$ cat src/rtl/fetch_unit.sv
// Instruction fetch stage feeding the main control decoder.
// Holds the PC and fetches one 32-bit word per request over a req/ack handshake.
// It presents the held word to decode and then steers the PC with the decoder's
// Jump/Branch outputs once decode consumes the word.

module fetch_unit #(
    parameter logic [31:0] RESET_PC = 32'h0000_0000,
    parameter int          TIMEOUT  = 15
) (
    input  logic        clk,
    input  logic        rst_n,

    output logic        imem_req,
    output logic [31:0] imem_addr,
    input  logic        imem_ack,
    input  logic [31:0] imem_rdata,

    output logic [31:0] instr,
    output logic [5:0]  op,
    output logic        instr_valid,
    input  logic        instr_ack,

    input  logic        jump,
    input  logic        branch,
    input  logic        zero,

    output logic [31:0] pc_out,
    output logic [31:0] pc_plus4,
    output logic        fetch_err
);

    typedef enum logic [1:0] {
        IDLE,
        REQ,
        HOLD
    } fetchStateT;

    // The wait counter is 8 bits wide, so TIMEOUT is limited to 1..255.
    localparam logic [7:0] TimeoutCount = 8'(TIMEOUT);

    fetchStateT  state;
    fetchStateT  stateNext;

    logic [31:0] pc;
    logic [31:0] pcNext;
    logic [31:0] instrNext;
    logic        reqNext;
    logic        validNext;
    logic [7:0]  waitCount;
    logic [7:0]  waitNext;
    logic [7:0]  waitInc;
    logic        errNext;

    logic [31:0] branchOffset;
    logic [31:0] jumpTarget;
    logic [31:0] branchTarget;
    logic [31:0] nextPc;

    // The address, opcode field and sequential PC are the only combinational outputs.
    assign imem_addr = pc;
    assign pc_out    = pc;
    assign pc_plus4  = pc + 32'd4;
    assign op        = instr[31:26];

    // The sign-extended word offset is scaled to bytes.
    // Pseudo-direct jumps keep the top nibble of the sequential PC.
    assign branchOffset = {{14{instr[15]}}, instr[15:0], 2'b00};
    assign jumpTarget   = {pc_plus4[31:28], instr[25:0], 2'b00};
    assign branchTarget = pc_plus4 + branchOffset;

    // The wait counter saturates so that a very long stall cannot wrap it back below TIMEOUT.
    assign waitInc = (waitCount == 8'hFF) ? waitCount : waitCount + 8'd1;

    // Next-PC selection for the held word: jump has priority over a taken branch.
    always_comb begin
        nextPc = pc_plus4;
        if (jump) begin
            nextPc = jumpTarget;
        end else if (branch && zero) begin
            nextPc = branchTarget;
        end
    end

    // Next-state logic and next values for every registered output and counter.
    always_comb begin
        stateNext = state;
        pcNext    = pc;
        instrNext = instr;
        reqNext   = 1'b0;
        validNext = 1'b0;
        waitNext  = waitCount;
        errNext   = fetch_err;

        unique case (state)
            IDLE: begin
                stateNext = REQ;
                reqNext   = 1'b1;
                waitNext  = 8'd0;
            end

            REQ: begin
                if (imem_ack) begin
                    instrNext = imem_rdata;
                    stateNext = HOLD;
                    validNext = 1'b1;
                    waitNext  = 8'd0;
                end else begin
                    reqNext  = 1'b1;
                    waitNext = waitInc;
                    if (waitInc >= TimeoutCount) begin
                        errNext = 1'b1;
                    end
                end
            end

            HOLD: begin
                validNext = 1'b1;
                if (instr_ack) begin
                    pcNext    = nextPc;
                    validNext = 1'b0;
                    reqNext   = 1'b1;
                    stateNext = REQ;
                    waitNext  = 8'd0;
                end
            end

            default: begin
                stateNext = IDLE;
            end
        endcase
    end

    // FSM state register. Reset abandons any outstanding request immediately.
    always_ff @(posedge clk or negedge rst_n) begin
        if (!rst_n) begin
            state <= IDLE;
        end else begin
            state <= stateNext;
        end
    end

    // Datapath and output registers. The error flag is sticky until reset.
    always_ff @(posedge clk or negedge rst_n) begin
        if (!rst_n) begin
            pc          <= RESET_PC;
            instr       <= 32'd0;
            imem_req    <= 1'b0;
            instr_valid <= 1'b0;
            waitCount   <= 8'd0;
            fetch_err   <= 1'b0;
        end else begin
            pc          <= pcNext;
            instr       <= instrNext;
            imem_req    <= reqNext;
            instr_valid <= validNext;
            waitCount   <= waitNext;
            fetch_err   <= errNext;
        end
    end

endmodule
$ cat config.mk
export PLATFORM = sky130hd
export DESIGN_NAME = fetch_unit
export DESIGN_NICKNAME = d
export VERILOG_FILES = /design/src/rtl/fetch_unit.sv
export SDC_FILE = /design/constraint.sdc
export NUM_CORES = 1
export LEC_CHECK = 0
export BUFFER_PORTS_ARGS = -buffer_cell sky130_fd_sc_hd__buf_2
export CAP_MARGIN = 20
export CORE_ASPECT_RATIO = 0.75
export CORE_MARGIN = 5
export CORE_UTILIZATION = 50
export CTS_CLUSTER_DIAMETER = 60
export DETAILED_ROUTE_END_ITERATION = 16
export HOLD_SLACK_MARGIN = 0.03
export PLACE_DENSITY_LB_ADDON = 0.2
export SYNTH_ARGS = -nofsm -noshare
export SYNTH_HDL_FRONTEND = slang
export SYNTH_SLANG_ARGS = --single-unit
export TNS_END_PERCENT = 30
$ cat constraint.sdc
create_clock -name clk -period 4.2 [get_ports clk]
set_clock_uncertainty 0.05 [all_clocks]
set_input_delay 0.63 -clock clk [delete_from_list [all_inputs] [get_ports clk]]
set_output_delay 0.63 -clock clk [all_outputs]
set_load 0.02 [all_outputs]
==> impl_metrics.env <==
export IMPL_vias=5883
export IMPL_crit_fanout=6
export IMPL_die_w_um=138
export IMPL_layout_cells_non_filler=1006
export IMPL_timing_fmax_mhz=255
export IMPL_cts_hold_fix_buffers=0
export IMPL_drt_pass1_iterations=5
export IMPL_ant_nets=0
export IMPL_start_util=0.505
export IMPL_synthCells=703
export IMPL_grt_pass1_wl_um=30600
export IMPL_num_rows=35
export IMPL_postCtsSetupBuffers=0
export IMPL_setup_viol=0
export IMPL_top_layer_used="met4"
export IMPL_gr_total_overflow=0
export IMPL_totalNegativeSetupSlack_ns=0
export IMPL_antenna_cells=0
export IMPL_cellLeakagePower_nw=3.48
export IMPL_io_pins=176
export IMPL_layout_nets=917
export IMPL_core_um2=12100
export IMPL_synth_cell_types=70
export IMPL_htreeDepth=3
export IMPL_cts_resized=0
export IMPL_outcome="completed"
export IMPL_drt_iter0_drc=375
export IMPL_mostFrequentLayoutCell="buf_2"
export IMPL_hold_path_class="in2async"
export IMPL_hold_viol_final=0
export IMPL_rsz0062_at_grt="false"
export IMPL_die_h_um=106
export IMPL_cts_root_buf="clkbuf_16"
export IMPL_required_ns=4.42
export IMPL_place_gp_congestion=0.968
export IMPL_routed_via_density=5.85
export IMPL_drive_gt1_frac=0.308
export IMPL_grt_start_max_net_pins=76
export IMPL_wl_met1_um=9150
export IMPL_worstSetupStartpointType="flop"
export IMPL_route_detailed_drc=0
export IMPL_postSynth_asyncResetShare=1.00
export IMPL_portBuffers=169
export IMPL_wire_per_inst_um=19.0
export IMPL_fin_util=0.596
export IMPL_fin_crit_sh=0.935
export IMPL_cts_path_max_buffers=2
export IMPL_dp_hpwl_um=14200
export IMPL_fin_crit_ns=3.93
export IMPL_finalWirelength_um=19100
export IMPL_dr_wl_met3_um=1430
export IMPL_grtUsageTotal=0.265
export IMPL_ys_flop_type="dfrtp_1"
export IMPL_yosys_warnings=0
export IMPL_cts_sinks=75
export IMPL_ir_drop_mv=0.448
export IMPL_grt_pass1_vias=5680
export IMPL_p_per_area_nw_per_um2=999
export IMPL_dp_cells=989
export IMPL_stdcell_area_um2=7240
export IMPL_endpoint_kind="flop"
export IMPL_insertion_delay_ns=0.34
export IMPL_seq_area_frac_synth=0.306
export IMPL_syn_to_final_growth_pct=18.2
export IMPL_fillCellCount=1161
export IMPL_cts_buffers=9
export IMPL_cts_tree="yes"
export IMPL_clk_pin_slew_ns=0.06
export IMPL_worst_pin_slew_ns=0.704
export IMPL_critPathKind="reg2reg"
export IMPL_synth_edf_count=0
export IMPL_cap_violations=0
export IMPL_syn_cell_area_um2=6120
export IMPL_avgSynthCellArea_um2=8.71
export IMPL_wl_met2_um=8240
export IMPL_antenna_found_initial=0
export IMPL_maxSlewViolCount=0
export IMPL_layout_common_cells="168 x buf_2, 74 x nand2_1, 74 x dfrtp_1"
export IMPL_critPathArrivalTime_ns=4.14
export IMPL_synth_seq_cells=75
export IMPL_dieArea_um2=14600
export IMPL_max_slew_margin=0.530
export IMPL_total_power_w=0.00723
export IMPL_placed_area_um2=6880
-- final cells by class --
type                       instances  area (um^2)  share of cell area
clock buffer                       9          225              0.0311
clock inverter                     7         68.8             0.00951
inverter                          10         37.5             0.00519
multi-input combinational        556         3840               0.531
sequential                        75         1880               0.260
tap                              166          208              0.0287
timing repair buffer             183          973               0.135
-- cells by family after synthesis --
kind of cell             Yosys count  synth area share
AND/OR/NAND/NOR                  224             0.179
AO/OA/AOI/OAI                    193             0.204
buffers and inverters             77            0.0736
flip-flops                        75             0.306
XOR/XNOR                          50            0.0746
adder cells (fa/ha/maj)           43            0.0891
multiplexers                      40            0.0725
other                              1          0.000612
-- routing by layer --
layer / global-route usage / vias up
met5: 0 / -
met4: 0.0592 / 0
met3: 0.0635 / 24
met2: 0.392 / 222
met1: 0.390 / 2872
li1: - / 2765
-- synthesized netlist by cell type (all sizes together), types with 10 or more instances --
library cell  number  area (um^2)
xor2              22          211
buf               47          337
o211ai            12         95.1
a21o              15          113
nand2             74          278
nor3              14         70.1
and3              13         81.3
ha                42          526
xnor2             28          245
clkbuf            20         76.3
inv               10         37.5
o21ai             49          249
dfrtp             75         1880
nor2              46          183
mux2              35          394
nand3             26          130
a21oi             66          345
-- worst max-delay path, cell delays in order, from the launching register on --
cell	delay [ns]
dfrtp_1	0.43
and4_1	0.26
and2_1	0.19
and3_4	0.27
nand2_1	0.11
nor2_2	0.16
nand3_1	0.11
xnor2_1	0.18
ha_1	0.38
a21oi_1	0.13
o211ai_1	0.15
o21bai_1	0.20
nand2_1	0.13
a21oi_4	0.21
a31o_2	0.21
nor3b_1	0.21
mux2_2	0.37
o21ai_2	0.11
-- power by group --
| group | internal [W] | switching, W | total, W |
|---|---|---|---|
| sequential | 0.00104 | 0.000449 | 0.00149 |
| combinational | 0.00190 | 0.00305 | 0.00495 |
| clock | 0.000458 | 0.000333 | 0.000792 |
| total | 0.00340 | 0.00383 | 0.00723 |
-- registers in the layout (all words and copies together) (netlist names) --
| register | count |
|---|---|
| instr_valid | 1 |
| waitCount | 8 |
| instr | 32 |
| fetch_err | 1 |
| imem_req | 1 |
| state | 2 |
| imem_addr | 30 |
-- worst paths after layout --
check | slack [ns] | depth (start not counted) | to | start
max in group asynchronous | 3.34 | 2 | imem_addr[5] | rst_n
setup / recovery | 0.27 | 17 | imem_addr[31] | imem_addr[6]
setup reg to reg | 0.27 | 17 | imem_addr[31] | imem_addr[6]
min in group clk | 0.44 | 1 | fetch_err | fetch_err
hold / removal | 0.18 | 1 | waitCount[7] | rst_n
hold reg to reg | 0.44 | 1 | fetch_err | fetch_err
-- through the flow --
stage,hold WS (ns),worst slack (ns)
after floorplan,0.284,0.329
after global placement,0.388,0.334
after detailed placement,0.437,0.128
after CTS,0.442,0.101
after global routing,0.206,0.0347
final,0.177,0.274
No activity file was read; power rests on OpenSTA's default activity.
